### src/rtl/sdram_port_arbiter_if.sv
// Bus bundle between the lab-side requesters, the arbiter and the SDRAM
// controller client port (addr1/din1/dout1/wrl1/wrh1/req1/ack1).
// master: the arbiter's view. slave: the requesters plus controller.
`timescale 1ns/1ps
interface sdram_port_arbiter_if #(
  parameter int n_req  = 3,
  parameter int w_addr = 24,
  parameter int w_data = 16
);
  // requester side
  logic [n_req-1:0]        req;
  logic [n_req*w_addr-1:0] addr;
  logic [n_req*w_data-1:0] wdata;
  logic [n_req-1:0]        wrl;
  logic [n_req-1:0]        wrh;
  logic [w_data-1:0]       rdata;
  logic [n_req-1:0]        done;
  logic                    busy;
  // controller side
  logic [w_addr-1:0]       ram_addr;
  logic [w_data-1:0]       ram_wdata;
  logic                    ram_wrl;
  logic                    ram_wrh;
  logic                    ram_req;
  logic                    ram_ack;
  logic [w_data-1:0]       ram_rdata;

  modport master (
    input  req, addr, wdata, wrl, wrh, ram_ack, ram_rdata,
    output rdata, done, busy, ram_addr, ram_wdata, ram_wrl, ram_wrh, ram_req
  );

  modport slave (
    output req, addr, wdata, wrl, wrh, ram_ack, ram_rdata,
    input  rdata, done, busy, ram_addr, ram_wdata, ram_wrl, ram_wrh, ram_req
  );
endinterface

### src/rtl/sdram_port_arbiter.sv
// Round-robin arbiter sharing one toggle-handshake SDRAM controller port
// among n_req requesters; one controller transaction in flight at a time.
// Optional macro SDRAM_ARB_PRIORITY0_EN: requester 0 gets fixed highest
// priority and the round-robin pointer only rotates over requesters 1..n-1.
`timescale 1ns/1ps
module sdram_port_arbiter #(
  parameter int n_req  = 3,
  parameter int w_addr = 24,
  parameter int w_data = 16
) (
  input  logic                 clk,
  input  logic                 rst,
  sdram_port_arbiter_if.master bus
);
  localparam int w_idx = (n_req > 1) ? $clog2(n_req) : 1;

  typedef enum logic [1:0] {
    S_IDLE = 2'd0,
    S_WAIT = 2'd1,
    S_DONE = 2'd2
  } state_t;

  state_t r_state;
  state_t w_state_next;

  logic [w_idx-1:0]  r_ptr;
  logic [w_idx-1:0]  r_grant;
  logic              r_ram_req;
  logic [w_addr-1:0] r_ram_addr;
  logic [w_data-1:0] r_ram_wdata;
  logic              r_ram_wrl;
  logic              r_ram_wrh;
  logic [w_data-1:0] r_rdata;

  logic [n_req-1:0]  w_req_elig;
  logic [w_idx-1:0]  w_rr_idx [n_req];
  logic [w_idx-1:0]  w_grant;
  logic              w_grant_vld;
  logic              w_ack_match;
  logic [w_idx-1:0]  w_grant_inc;
  logic [w_idx-1:0]  w_ptr_next;
  logic [n_req-1:0]  w_done;
  logic              w_busy;

  assign w_ack_match = (bus.ram_ack == r_ram_req);
  assign w_grant_inc = (r_grant == w_idx'(n_req - 1)) ? '0 : r_grant + w_idx'(1);

`ifdef SDRAM_ARB_PRIORITY0_EN
  // Requester 0 masks everyone else; without it, bit 0 is already clear so
  // the rotating search only ever sees requesters 1..n-1.
  assign w_req_elig = bus.req[0] ? {{(n_req-1){1'b0}}, 1'b1} : bus.req;
  // A priority grant to requester 0 must not disturb the rotation of the rest.
  assign w_ptr_next = (r_grant == '0) ? r_ptr : w_grant_inc;
`else
  assign w_req_elig = bus.req;
  assign w_ptr_next = w_grant_inc;
`endif

  // Search order: ptr, ptr+1, ... wrapping modulo n_req.
  for (genvar gi = 0; gi < n_req; gi++) begin : g_rr
    assign w_rr_idx[gi] = w_idx'((32'(r_ptr) + 32'(gi)) % 32'(n_req));
  end

  // First eligible requester at or after the pointer wins.
  always_comb begin
    w_grant_vld = 1'b0;
    w_grant     = r_ptr;
    for (int k = 0; k < n_req; k++) begin
      if (!w_grant_vld && w_req_elig[w_rr_idx[k]]) begin
        w_grant_vld = 1'b1;
        w_grant     = w_rr_idx[k];
      end
    end
  end

  // State register.
  always_ff @(posedge clk) begin
    if (rst) begin
      r_state <= S_IDLE;
    end else begin
      r_state <= w_state_next;
    end
  end

  // Next-state logic: no timeout in WAIT, DONE always returns to IDLE.
  always_comb begin
    w_state_next = r_state;
    case (r_state)
      S_IDLE:  if (w_grant_vld) w_state_next = S_WAIT;
      S_WAIT:  if (w_ack_match) w_state_next = S_DONE;
      S_DONE:  w_state_next = S_IDLE;
      default: w_state_next = S_IDLE;
    endcase
  end

  // Outputs decoded from state: done pulses for the whole DONE cycle only.
  always_comb begin
    w_done = '0;
    w_busy = (r_state != S_IDLE);
    if (r_state == S_DONE) begin
      w_done[r_grant] = 1'b1;
    end
  end

  // Datapath: latch the winner's slice on grant, capture read data on ack.
  always_ff @(posedge clk) begin
    if (rst) begin
      r_ptr       <= '0;
      r_grant     <= '0;
      r_ram_req   <= 1'b0;
      r_ram_addr  <= '0;
      r_ram_wdata <= '0;
      r_ram_wrl   <= 1'b0;
      r_ram_wrh   <= 1'b0;
      r_rdata     <= '0;
    end else begin
      case (r_state)
        S_IDLE: begin
          if (w_grant_vld) begin
            r_grant     <= w_grant;
            r_ram_addr  <= bus.addr[32'(w_grant) * w_addr +: w_addr];
            r_ram_wdata <= bus.wdata[32'(w_grant) * w_data +: w_data];
            r_ram_wrl   <= bus.wrl[w_grant];
            r_ram_wrh   <= bus.wrh[w_grant];
            r_ram_req   <= ~r_ram_req;
          end
        end
        S_WAIT: begin
          if (w_ack_match) begin
            r_rdata <= bus.ram_rdata;
            r_ptr   <= w_ptr_next;
          end
        end
        default: begin
        end
      endcase
    end
  end

  assign bus.rdata     = r_rdata;
  assign bus.done      = w_done;
  assign bus.busy      = w_busy;
  assign bus.ram_addr  = r_ram_addr;
  assign bus.ram_wdata = r_ram_wdata;
  assign bus.ram_wrl   = r_ram_wrl;
  assign bus.ram_wrh   = r_ram_wrh;
  assign bus.ram_req   = r_ram_req;
endmodule

### src/flat_wrapper.sv
// flat-port wrapper written by rule: the top's interface ports become plain ports
module sdram_port_arbiter_flat 
#(
  parameter int n_req  = 3,
  parameter int w_addr = 24,
  parameter int w_data = 16
)
  (clk, rst, bus_req, bus_addr, bus_wdata, bus_wrl, bus_wrh, bus_ram_ack, bus_ram_rdata, bus_rdata, bus_done, bus_busy, bus_ram_addr, bus_ram_wdata, bus_ram_wrl, bus_ram_wrh, bus_ram_req);
  sdram_port_arbiter_if #(.n_req(n_req), .w_addr(w_addr), .w_data(w_data)) bus_i ();
  input  logic clk;
  input  logic rst;
  input wire logic [$bits(bus_i.req)-1:0] bus_req;
  input wire logic [$bits(bus_i.addr)-1:0] bus_addr;
  input wire logic [$bits(bus_i.wdata)-1:0] bus_wdata;
  input wire logic [$bits(bus_i.wrl)-1:0] bus_wrl;
  input wire logic [$bits(bus_i.wrh)-1:0] bus_wrh;
  input wire logic [$bits(bus_i.ram_ack)-1:0] bus_ram_ack;
  input wire logic [$bits(bus_i.ram_rdata)-1:0] bus_ram_rdata;
  output wire logic [$bits(bus_i.rdata)-1:0] bus_rdata;
  output wire logic [$bits(bus_i.done)-1:0] bus_done;
  output wire logic [$bits(bus_i.busy)-1:0] bus_busy;
  output wire logic [$bits(bus_i.ram_addr)-1:0] bus_ram_addr;
  output wire logic [$bits(bus_i.ram_wdata)-1:0] bus_ram_wdata;
  output wire logic [$bits(bus_i.ram_wrl)-1:0] bus_ram_wrl;
  output wire logic [$bits(bus_i.ram_wrh)-1:0] bus_ram_wrh;
  output wire logic [$bits(bus_i.ram_req)-1:0] bus_ram_req;
  assign bus_i.req = bus_req;
  assign bus_i.addr = bus_addr;
  assign bus_i.wdata = bus_wdata;
  assign bus_i.wrl = bus_wrl;
  assign bus_i.wrh = bus_wrh;
  assign bus_i.ram_ack = bus_ram_ack;
  assign bus_i.ram_rdata = bus_ram_rdata;
  assign bus_rdata = bus_i.rdata;
  assign bus_done = bus_i.done;
  assign bus_busy = bus_i.busy;
  assign bus_ram_addr = bus_i.ram_addr;
  assign bus_ram_wdata = bus_i.ram_wdata;
  assign bus_ram_wrl = bus_i.ram_wrl;
  assign bus_ram_wrh = bus_i.ram_wrh;
  assign bus_ram_req = bus_i.ram_req;
  sdram_port_arbiter #(.n_req(n_req), .w_addr(w_addr), .w_data(w_data)) u_core (.clk(clk), .rst(rst), .bus(bus_i));
endmodule
### config.mk
export PLATFORM = sky130hd
export DESIGN_NAME = sdram_port_arbiter_flat
export DESIGN_NICKNAME = d
export VERILOG_FILES = /design/src/rtl/sdram_port_arbiter_if.sv /design/src/rtl/sdram_port_arbiter.sv /design/src/flat_wrapper.sv
export SDC_FILE = /design/constraint.sdc
export NUM_CORES = 1
export LEC_CHECK = 0
export BUFFER_PORTS_ARGS = -buffer_cell sky130_fd_sc_hd__buf_4
export CAP_MARGIN = 20
export CORE_ASPECT_RATIO = 1.5
export CORE_UTILIZATION = 27
export DETAILED_ROUTE_END_ITERATION = 6
export PLACE_DENSITY = 0.58
export REMOVE_ABC_BUFFERS = 1
export SYNTH_ARGS = -nofsm -noshare
export SYNTH_HDL_FRONTEND = slang
export SYNTH_SLANG_ARGS = --single-unit
export TNS_END_PERCENT = 20
### constraint.sdc
create_clock -name clk -period 2.89 [get_ports clk]
set_input_delay 0.1445 -clock clk [delete_from_list [all_inputs] [get_ports clk]]
set_output_delay 0.1445 -clock clk [all_outputs]
set_load 0.02 [all_outputs]
==> out/qor.yml <==
global_routing:
  use_met1_pct: 17.89
  grt_usage_pct: 16.86
  antenna_found_initial: 0
  grtUsageMet2_pct: 30.68
  grt-busiest-layer: "met2"
  grt_util_met3_pct: 4.274
  grt_pass1_vias: 3523
  overflow: 0
  grt_max_degree: 43
  grt_pass1_wl_um: 17540
synthesis:
  ys_seq_area_share_pct: 36.92
  syn_inst: 367
  netlist_area_mm2: 0.003525
  synth-xor-area-share_pct: 0.4970
  ys_ff_latch: 65
  yosys_warnings: 0
  ys_types: 41
  synthFlopType: "dfxtp_1"
  synth_simple_gate_area_share_pct: 18.67
  muxShareOfSynthArea_pct: 17.71
  synth_top_family_by_area: "simple AND/OR/NAND/NOR gates"
  synth_edf_count: 0
  avgSynthCellArea_um2: 9.604
  async_flop_share_pct: 0
  synth_compound_area_share_pct: 15.16
  synth_fa_ha_area_share_pct: 1.420
floorplan:
  rows: 50
  coreArea_mm2: 0.01257
  fp.dieH_um: 141.9
  dieArea_mm2: 0.01352
  fp.dieW_um: 95.29
  start_util_pct: 28.03
  ioPinCount: 211
sta:
  final_hold_viol_count: 0
  drv_slew: 0
  maxClockFrequency_ghz: 0.3757
  finalCritPeriodShare_pct: 92.11
  tightest_slew_ns: 0.6494
  fin_skew_ns: 0.006354
  fin_setup_tns_ns: 0
  slew_headroom_pct: 56.55
  period_needed_ns: 2.662
  setup_violations: 0
  final.setup.worst_slack_ns: 0.2282
setup_path:
  start_kind: "flip-flop"
  crit_type: "reg -> reg"
  cp-startpoint: "u_core.r_ptr[0]"
  worstPathArrival_ns: 2.85
  end_kind: "flip-flop"
  rr_startpoint: "u_core.r_ptr[0]"
  cp_max_fo: 21
  cp.required_ns: 3.08
pwr:
  p_leak_nw: 2.452
  power_density_mw_per_mm2: 933.0
  fin_total_pwr_mw: 5.087
  vdd_drop_max_mv: 0.4317
routing:
  ant_nets: 0
  viasPerCell: 4.893
  wire_per_inst_um: 16.37
  vias: 3562
  drc_errors: 0
  drtIter0Drc: 69
  wirelength_um: 11920
  firstDrtPassIters: 5
clocking:
  cts_buffers: 9
  clockBufferDepth: 2
  cts_sinks: 65
  htreeDepth: 3
  root_buffer: "clkbuf_16"
  path_clk_slew_ns: 0.06
  cts_setup_buffers: 0
  tritoncts: "done"
  clk_latency_ns: 0.32
cells_and_area:
  num_antenna_cells: 0
  final_common_cell: "buf_4"
  stdcell_area_mm2: 0.005453
  final_util_pct: 43.36
  nets: 719
  drive_gt1_share_pct: 44.76
  area_growth_syn_to_layout_pct: 54.70
  layout_common_cells: "buf_4, dfxtp_1, mux2i_1, nand2_1, nand4_1"
  fillers: 1241
placement:
  gp_congestion: 0.7623
  portBuffers: 210
  placed_area_mm2: 0.005121
  pre_cts_ws_ns: 0.1061
  dpl.hpwl_um: 8574
flow_run:
  max-cap-violations: 0
worst_hold_path:
  hold_class: "in -> reg"
  min_from: "bus_ram_rdata[10]"
outcome:
  status: "finished clean"
-- Yosys cell counts (2+ instances only) --
cell type	count	area [um^2]
a21oi_1	5	25.02
a31oi_1	2	12.51
buf_1	2	7.510
buf_2	3	15.01
buf_6	17	191.4
clkbuf_1	3	11.26
clkbuf_8	4	55.05
dfxtp_1	65	1301
dlymetal6s2s_1	2	25.02
ha_1	4	50.05
inv_1	7	26.28
mux2i_1	61	610.6
nand2_1	43	161.4
nand2b_1	4	25.02
nand3b_1	5	37.54
nand4_1	43	269.0
nor2_1	25	93.84
nor2b_1	2	12.51
nor4b_1	2	17.52
o211ai_1	36	270.3
o211ai_2	7	87.58
o21a_1	2	15.01
o21ai_0	3	15.01
o21ai_2	2	17.52
xor2_1	2	17.52
-- worst paths after layout --
| path | endpoint | depth (start not counted) | slack, ns |
|---|---|---|---|
| setup / recovery | u_core.bus.ram_addr[1] | 8 | 0.23 |
| hold / removal | u_core.bus.rdata[10] | 3 | 0.06 |
| setup reg to reg | u_core.bus.ram_addr[1] | 8 | 0.23 |
| hold reg to reg | u_core.bus.ram_wrl | 2 | 0.46 |
-- final cells by class --
class | count | area (um^2) | share of cell area (%)
multi-input combinational | 264 | 1927 | 35.34
timing repair buffer | 220 | 1689 | 30.98
sequential | 65 | 1301 | 23.86
clock buffer | 11 | 252.7 | 4.635
tap | 156 | 195.2 | 3.580
clock inverter | 5 | 61.31 | 1.124
inverter | 7 | 26.28 | 0.4819
-- layer usage --
layer | up-vias | part of all wire [%]
li1 | 1761 | -
met2 | 184 | 52
met3 | 22 | 9.0
met1 | 1595 | 37
met4 | 0 | 2.0
met5 | - | 0
-- where the power goes --
| group | internal, mW | switching (mW) |
|---|---|---|
| Combinational | 1.10 | 1.47 |
| Sequential | 1.21 | 0.182 |
| Clock | 0.721 | 0.411 |
| Total | 3.03 | 2.06 |
-- worst max-delay path, cell delays in order, from the launching register on --
cell      delay [ns]
dfxtp_1         0.42
inv_1           0.10
ha_1            0.45
nand3b_1        0.26
o21a_1          0.20
a311oi_2        0.56
nor2_4          0.26
nand4_1         0.16
o211ai_1        0.10
-- stage by stage --
| stage | hold WS [ns] | std cells |
|---|---|---|
| 6_report | 0.05584 | 728 |
| 5_1_grt | 0.06021 | 728 |
| 4_1_cts | 0.03998 | 727 |
| 3_5_place_dp | 0.3899 | 711 |
| 3_3_place_gp | 0.3767 | 711 |
| 2_1_floorplan | 0.2136 | 335 |
-- sequential cells by signal (all words and copies together) (netlist names) --
name                  flops
u_core.bus.ram_wdata     16
u_core.bus.ram_wrh        1
u_core.r_state            2
u_core.bus.ram_addr      24
u_core.bus.ram_wrl        1
u_core.bus.rdata         16
u_core.r_grant            2
u_core.bus.ram_req        1
u_core.r_ptr              2
-- kinds of logic after synthesis --
logic type,Yosys count
simple gates,130
compound gates,65
flops,65
mux,62
buf+inv,39
fa+ha+maj,4
xor+xnor,2
-- timing repair --
action | 4_1_cts | 5_1_grt
gates resized for setup | 0 | 2
hold buffers | 0 | 0
endpoints found under the setup margin | 0 | 42
No activity file was read; power rests on OpenSTA's default activity.
